===== src/rtl/frame_timer_pkg.sv =====
// frame_timer_pkg: register map, CTRL bit positions and byte-lane helper for frame_timer.
package frame_timer_pkg;
  localparam logic [7:0] FT_BASE     = 8'h08;
  localparam logic [4:0] FT_CTRL     = 5'h00;
  localparam logic [4:0] FT_RELOAD   = 5'h04;
  localparam logic [4:0] FT_COUNT    = 5'h08;
  localparam logic [4:0] FT_STATUS   = 5'h0C;
  localparam logic [4:0] FT_PRESCALE = 5'h10;
  localparam int CTRL_EN = 0;
  localparam int CTRL_AR = 1;
  localparam int CTRL_IE = 2;
  function automatic logic [31:0] ft_merge(input logic [31:0] old_v, input logic [31:0] new_v,
                                           input logic [3:0] strb);
    return {strb[3] ? new_v[31:24] : old_v[31:24], strb[2] ? new_v[23:16] : old_v[23:16],
            strb[1] ? new_v[15:8] : old_v[15:8], strb[0] ? new_v[7:0] : old_v[7:0]};
  endfunction
endpackage


===== src/rtl/frame_timer_prescaler.sv =====
// frame_timer_prescaler: divides the enabled clock into one-cycle ticks every PRESCALE+1 cycles.
module frame_timer_prescaler #(
  parameter int PRESCALE_W = 16
) (
  input  logic                  clk,
  input  logic                  resetn,
  input  logic                  i_en,
  input  logic                  i_clr,
  input  logic [PRESCALE_W-1:0] i_prescale,
  output logic                  o_tick
);
  logic [PRESCALE_W-1:0] r_pcnt;
  assign o_tick = i_en & (r_pcnt == i_prescale);
  always_ff @(posedge clk or negedge resetn) begin
    if (!resetn) r_pcnt <= '0;
    else if (i_clr || o_tick) r_pcnt <= '0;
    else if (i_en) r_pcnt <= r_pcnt + PRESCALE_W'(1);
  end
endmodule


===== src/rtl/frame_timer.sv =====
// frame_timer: memory-mapped down-counting frame/tick timer with level IRQ on the PicoSoC iomem bus.
// Define FRAME_TIMER_PRESCALER_EN to include the PRESCALE register and tick prescaler.
module frame_timer
  import frame_timer_pkg::*;
#(
  parameter logic [31:0] RESET_RELOAD = 32'd0,
  parameter int          PRESCALE_W   = 16
) (
  input  logic        clk,
  input  logic        resetn,
  input  logic        iomem_valid,
  input  logic [3:0]  iomem_wstrb,
  input  logic [31:0] iomem_addr,
  input  logic [31:0] iomem_wdata,
  output logic        iomem_ready,
  output logic [31:0] iomem_rdata,
  output logic        irq
);
  logic        r_ready;
  logic [31:0] r_rdata;
  logic [2:0]  r_ctrl;
  logic [31:0] r_reload;
  logic [31:0] r_count;
  logic        r_pending;
  logic        w_acc, w_wr, w_ctrl_wr, w_start, w_stop, w_tick, w_step, w_expire, w_clr;
  logic [4:0]  w_off;
  logic [31:0] w_rd, w_pre32;
  logic        w_unused;
  assign w_acc     = iomem_valid & ~r_ready;
  assign w_wr      = w_acc & |iomem_wstrb;
  assign w_off     = {iomem_addr[4:2], 2'b00};
  assign w_ctrl_wr = w_wr & (w_off == FT_CTRL) & iomem_wstrb[0];
  assign w_clr     = w_wr & (w_off == FT_STATUS) & iomem_wstrb[0] & iomem_wdata[0];
  assign w_start   = w_ctrl_wr & iomem_wdata[CTRL_EN] & ~r_ctrl[CTRL_EN];
  assign w_stop    = w_ctrl_wr & ~iomem_wdata[CTRL_EN];
  // A stopping CTRL write takes priority over a tick landing on the same edge.
  assign w_step    = w_tick & ~w_stop;
  assign w_expire  = w_step & (r_count == '0);
  assign w_unused  = ^{iomem_addr[31:24] == FT_BASE, iomem_addr[23:5], iomem_addr[1:0]};
`ifdef FRAME_TIMER_PRESCALER_EN
  logic [PRESCALE_W-1:0] r_prescale;
  assign w_pre32 = 32'(r_prescale);
  always_ff @(posedge clk or negedge resetn) begin
    if (!resetn) r_prescale <= '0;
    else if (w_wr && w_off == FT_PRESCALE)
      r_prescale <= PRESCALE_W'(ft_merge(w_pre32, iomem_wdata, iomem_wstrb));
  end
  frame_timer_prescaler #(.PRESCALE_W(PRESCALE_W)) u_pre (
    .clk       (clk),
    .resetn    (resetn),
    .i_en      (r_ctrl[CTRL_EN]),
    .i_clr     (w_start),
    .i_prescale(r_prescale),
    .o_tick    (w_tick)
  );
`else
  logic w_unused_pw;
  assign w_unused_pw = PRESCALE_W > 0;
  assign w_pre32     = '0;
  assign w_tick      = r_ctrl[CTRL_EN];
`endif
  assign w_rd = w_off == FT_CTRL     ? {29'd0, r_ctrl} :
                w_off == FT_RELOAD   ? r_reload :
                w_off == FT_COUNT    ? r_count :
                w_off == FT_STATUS   ? {31'd0, r_pending} :
                w_off == FT_PRESCALE ? w_pre32 : '0;
  always_ff @(posedge clk or negedge resetn) begin
    if (!resetn) begin
      r_ready   <= 1'b0;
      r_rdata   <= '0;
      r_ctrl    <= '0;
      r_reload  <= RESET_RELOAD;
      r_count   <= '0;
      r_pending <= 1'b0;
    end else begin
      r_ready <= w_acc;
      r_rdata <= w_acc ? w_rd : '0;
      if (w_expire) r_pending <= 1'b1;
      else if (w_clr) r_pending <= 1'b0;
      if (w_expire && !r_ctrl[CTRL_AR]) r_ctrl[CTRL_EN] <= 1'b0;
      if (w_ctrl_wr) r_ctrl <= iomem_wdata[2:0];
      if (w_wr && w_off == FT_RELOAD) r_reload <= ft_merge(r_reload, iomem_wdata, iomem_wstrb);
      if (w_wr && w_off == FT_COUNT) r_count <= ft_merge(r_count, iomem_wdata, iomem_wstrb);
      else if (w_start) r_count <= r_reload;
      else if (w_expire) r_count <= r_ctrl[CTRL_AR] ? r_reload : r_count;
      else if (w_step) r_count <= r_count - 32'd1;
    end
  end
  assign iomem_ready = r_ready;
  assign iomem_rdata = r_rdata;
  assign irq         = r_pending & r_ctrl[CTRL_IE];
endmodule


===== config.mk =====
export PLATFORM = sky130hd
export DESIGN_NAME = frame_timer
export DESIGN_NICKNAME = d
export VERILOG_FILES = /design/src/rtl/frame_timer_pkg.sv /design/src/rtl/frame_timer_prescaler.sv /design/src/rtl/frame_timer.sv
export SDC_FILE = /design/constraint.sdc
export NUM_CORES = 1
export LEC_CHECK = 0
export ABC_CLOCK_PERIOD_IN_PS = 3800
export CORE_MARGIN = 1
export CORE_UTILIZATION = 40
export DETAILED_ROUTE_END_ITERATION = 8
export SYNTH_ARGS = -nofsm -noshare
export SYNTH_HDL_FRONTEND = slang
export SYNTH_SLANG_ARGS = --single-unit
export TNS_END_PERCENT = 100

===== constraint.sdc =====
create_clock -name clk -period 3.8 [get_ports clk]
set_clock_uncertainty 0.2 [all_clocks]
set_input_delay 0.38 -clock clk [delete_from_list [all_inputs] [get_ports clk]]
set_output_delay 0.38 -clock clk [all_outputs]
set_load 0.05 [all_outputs]

==> impl_metrics.csv <==
group,metric,value,unit
pwr,p_int,2.27,mW
setup_path,worst-setup-path-type,"reg2reg",
pwr,vdd.ir_drop.worst,0.286,mV
clock_network,postcts_setup_bufs,0,
final_layout,insertedDiodeCount,0,
setup_path,reg2reg_slack,0.31,ns
yosys,ys_dominant_reg_cell,"sky130_fd_sc_hd__dfrtp_1",
clock_network,cts_tree,"yes",
setup_path,path_max_fanout,15,
setup_path,crit_path_end_kind,"register",
drt,drc,0,
setup_path,regToRegStartpoint,"r_count[0]$_DFFE_PN0P_",
clock_network,reg_clk_slew_reported_paths,0.07,ns
global_route,global_route_wire_length_before_repair,23.9,mm
setup_path,cp.buffers_inverters,1,
final_layout,finalCoreUtilization,51.8,%
drt,drt-wirelength-per-cell,18.0,um
timing,hold_violations,0,
min_path,hp-class,"reg2reg",
timing,grt_setup_unrepaired,"false",
yosys,synth_largest_type_area_fraction,47.8,%
clock_network,clkLatencyLatePin,0.35,ns
yosys,fraction_of_the_mapped_netlist_area_in_compound_gates,17.7,%
drt,routed_via_density,5.76,
setup_path,critical_path.endpoint,"r_count[22]$_DFFE_PN0P_",
drt,antenna_violating_nets_post_route,0,
floorplan,chipWidth,117,um
drt,drtPass1Iterations,5,
yosys,synth_enable_flop_cells,0,
timing,max_clock_freq,287,MHz
yosys,synth-adder-area-share,0.237,%
timing,final-setup-viol-count,0,
floorplan,initial_utilization,41.4,%
yosys,ys_async_sr_fraction,100,%
drt,routed_wirelength,14.4,mm
final_layout,multi_input_comb_area,2560,um^2
clock_network,cts.sinks,101,
pwr,power.switching_fraction,33.2,%
drt,via_count,4617,
yosys,synthTopCellsByCount,"sky130_fd_sc_hd__dfrtp_1 (101), sky130_fd_sc_hd__nor2_1 (66), sky130_fd_sc_hd__nand2_1 (48), sky130_fd_sc_hd__mux2_2 (35), sky130_fd_sc_hd__clkbuf_1 (33)",
pwr,switching_power,1.13,mW
timing,max_slew_margin,39.5,%
clock_network,h-tree-depth,3,
yosys,netlist_top_cells_area,"sky130_fd_sc_hd__dfrtp_1 (48%), sky130_fd_sc_hd__mux2_2 (7.5%), sky130_fd_sc_hd__nor2_1 (4.7%)",
floorplan,placement_rows,41,
yosys,synth_simple_gate_area_share,18.6,%
global_route,globalRouteOverflowTotal,0,
drt,first_iter_violations,352,
setup_path,reg_to_reg_end,"r_count[22]$_DFFE_PN0P_",
yosys,yosysMostFrequentCell,"sky130_fd_sc_hd__dfrtp_1",
yosys,synth_top_family_by_area,"simple AND/OR/NAND/NOR gates",
placement,place_worst_setup_slack,0.362,ns
yosys,post_synth_xor_area_fraction,1.99,%
setup_path,crit_chain,"inv_1 -> ha_1 -> or4b_1 -> or4_4 -> or4_1 -> and2_4 -> a311o_1 -> a32oi_1",
final_layout,layout.nets,698,
pwr,combinationalPowerShare,25.5,%
yosys,synth_sequential_area_ratio,47.8,%
global_route,grt_antenna_before_repair,0,
final_layout,syn_to_final_growth,25.3,%
setup_path,crit_path_required_time,3.87,ns
clock_network,clock_tree.root_cell,"sky130_fd_sc_hd__clkbuf_16",
yosys,ys_seq_elements,101,
pwr,static_leakage_power,2.65,nW
pwr,powerDensity,514,nW/um^2
flow_run,drv_cap,0,
run_status,result_of_the_run,"completed",
pwr,power_frac_seq,47.6,%
placement,dpl_hpwl,9.73,mm
setup_path,critical_path.startpoint_type,"register",
global_route,first_global_vias,4715,
yosys,postSynthCellCount,550,
setup_path,critPathTopFamily,"simple AND/OR/NAND/NOR gates",
setup_path,critical_path_startpoint,"r_count[0]$_DFFE_PN0P_",
global_route,overall_global_routing_usage,22.9,%
timing,max_slew.worst_pin.slew,0.903,ns
floorplan,ioPinCount,105,
clock_network,cts_max_path_buffers,2,
yosys,synth.net_count,622,
yosys,post_synth.cell_area_avg,9.60,um^2
timing,worst_slack,0.314,ns
yosys,post_synth_mux_area_share,9.59,%
setup_path,crit_cells,8,
yosys,synth_area,5280,um^2
pwr,power.share.clock,27.0,%
final_layout,final.fill_count,1173,
clock_network,clock_buffers_created_by_tritoncts,9,
setup_path,worst_ep_arrival_time,3.55,ns
floorplan,chipHeight,117,um
timing,finalSetupTns,0,ns
yosys,synthesis.yosys.warnings,0,
final_layout,proportion_of_layout_cells_with_a_drive_suffix_above_1,13.7,%
global_route,grt_max_degree,54,
placement,io_buffer_count,75,
timing,finalWorstPathRequiredPeriod,3.49,ns
setup_path,worst_path_largest_cell_delay,0.57,ns
final_layout,footprint_of_the_flip_flops_and_latches,2530,um^2
setup_path,worst-r2r-cell-count,8,
yosys,library_cells_used_by_synthesis,56,
yosys,cell_accounting_for_the_most_synthesized_area,"sky130_fd_sc_hd__dfrtp_1",
floorplan,core,12800,um^2
floorplan,die_outline_area,13700,um^2
placement,place.gp.congestion,0.827,
pwr,power,3.40,mW
setup_path,crit_path_top_delay_cell,"sky130_fd_sc_hd__or4_1",
timing,share_of_the_cycle_needed_by_the_critical_path_after_routing,91.7,%
timing,slew_viol_final,0,
==> stage by stage <==
| stage | instance area [um^2] | hold WS (ns) | cells |
|---|---|---|---|
| 4_1_cts | 6620 | 0.315 | 801 |
| 3_3_place_gp | 6330 | 0.252 | 786 |
| 3_5_place_dp | 6330 | 0.264 | 786 |
| 5_1_grt | 6620 | 0.352 | 801 |
| 2_1_floorplan | 5280 | -0.116 | 550 |
| 6_report | 6620 | 0.328 | 801 |
==> state kept, by name, indices dropped and copies added (netlist names) <==
| register | cells |
|---|---|
| iomem_rdata | 32 |
| r_count | 32 |
| r_reload | 32 |
| r_ctrl | 3 |
| iomem_ready | 1 |
| r_pending | 1 |
==> worst reg2reg max path, delay by kind of cell (launching register included) <==
kind,cells,cell delay (ns)
adder cells (fa/ha/maj),1,0.24
flip-flops,1,0.41
AND/OR/NAND/NOR,4,1.91
buffers and inverters,1,0.12
AO/OA/AOI/OAI,2,0.53
==> area by class of cell <==
cell class | count | area share, %
tap | 172 | 3.25
clock inverter | 2 | 0.529
timing repair buffer | 107 | 15.2
inverter | 9 | 0.510
multi-input combinational | 398 | 38.6
sequential | 101 | 38.2
clock buffer | 12 | 3.72
==> how the worst min path moves through the flow <==
stage | start | endpoint | cells after the start
2_1_floorplan | resetn | iomem_rdata[0]$_DFF_PN0_ | 0
3_3_place_gp | resetn | iomem_rdata[3]$_DFF_PN0_ | 1
3_5_place_dp | resetn | iomem_rdata[3]$_DFF_PN0_ | 1
4_1_cts | r_pending$_DFFE_PN0P_ | r_pending$_DFFE_PN0P_ | 2
5_1_grt | r_reload[13]$_DFFE_PN0P_ | r_reload[13]$_DFFE_PN0P_ | 1
6_report | r_ctrl[2]$_DFFE_PN0P_ | r_ctrl[2]$_DFFE_PN0P_ | 1
==> power by group through the flow <==
| stage | clock [mW] | combinational (mW) | sequential [mW] |
|---|---|---|---|
| after global placement | 0 | 0.842 | 1.61 |
| after CTS | 0.931 | 0.869 | 1.61 |
| after floorplan | 0 | 0.641 | 1.55 |
| after global routing | 0.970 | 0.962 | 1.66 |
| final | 0.917 | 0.865 | 1.62 |
| after detailed placement | 0 | 0.861 | 1.63 |
==> per-layer routing <==
layer / GRT usage [%] / vias to the layer above / wire length [um]
li1: - / 2174 / -
met5: 0 / - / 0
met3: 3.91 / 21 / 727
met4: 9.79 / 0 / 299
met1: 30.4 / 2285 / 6350
met2: 37.1 / 137 / 7000
==> logic make-up after synthesis <==
group           Yosys count
mux                      45
flops                   101
fa+ha+maj                 1
simple gates            204
buf+inv                  51
xor+xnor                 12
compound gates          136
==> layout by cell type (no fill, tap or decap), types with 3 or more instances in the layout <==
cell type / n
sky130_fd_sc_hd__dfrtp_1: 101
sky130_fd_sc_hd__clkdlybuf4s50_1: 74
sky130_fd_sc_hd__nor2_1: 66
sky130_fd_sc_hd__nand2_1: 48
sky130_fd_sc_hd__mux2_2: 35
sky130_fd_sc_hd__buf_4: 31
sky130_fd_sc_hd__a22oi_1: 29
sky130_fd_sc_hd__a21oi_1: 23
sky130_fd_sc_hd__nand3_1: 23
sky130_fd_sc_hd__a31oi_1: 20
sky130_fd_sc_hd__o21ai_0: 18
sky130_fd_sc_hd__nor3_1: 15
sky130_fd_sc_hd__inv_1: 9
sky130_fd_sc_hd__mux2i_1: 9
sky130_fd_sc_hd__xnor2_1: 9
sky130_fd_sc_hd__clkbuf_16: 9
sky130_fd_sc_hd__or4_1: 8
sky130_fd_sc_hd__nor4_1: 8
sky130_fd_sc_hd__nand2b_1: 7
sky130_fd_sc_hd__o211ai_1: 7
sky130_fd_sc_hd__nand4_1: 6
sky130_fd_sc_hd__o211a_1: 5
sky130_fd_sc_hd__or3_1: 4
sky130_fd_sc_hd__a211oi_1: 4
sky130_fd_sc_hd__o221ai_1: 4
sky130_fd_sc_hd__a22o_1: 4
sky130_fd_sc_hd__and2_1: 3
sky130_fd_sc_hd__xor2_1: 3
sky130_fd_sc_hd__o311ai_0: 3
sky130_fd_sc_hd__o21a_1: 3
==> what timing repair did <==
| item | 4_1_cts | 5_1_grt |
|---|---|---|
| resized for setup | 0 | 0 |
| hold buffers | 1 | 0 |
| hold endpoints to repair | 48 | 0 |
Power figures use the tool's default switching activity.
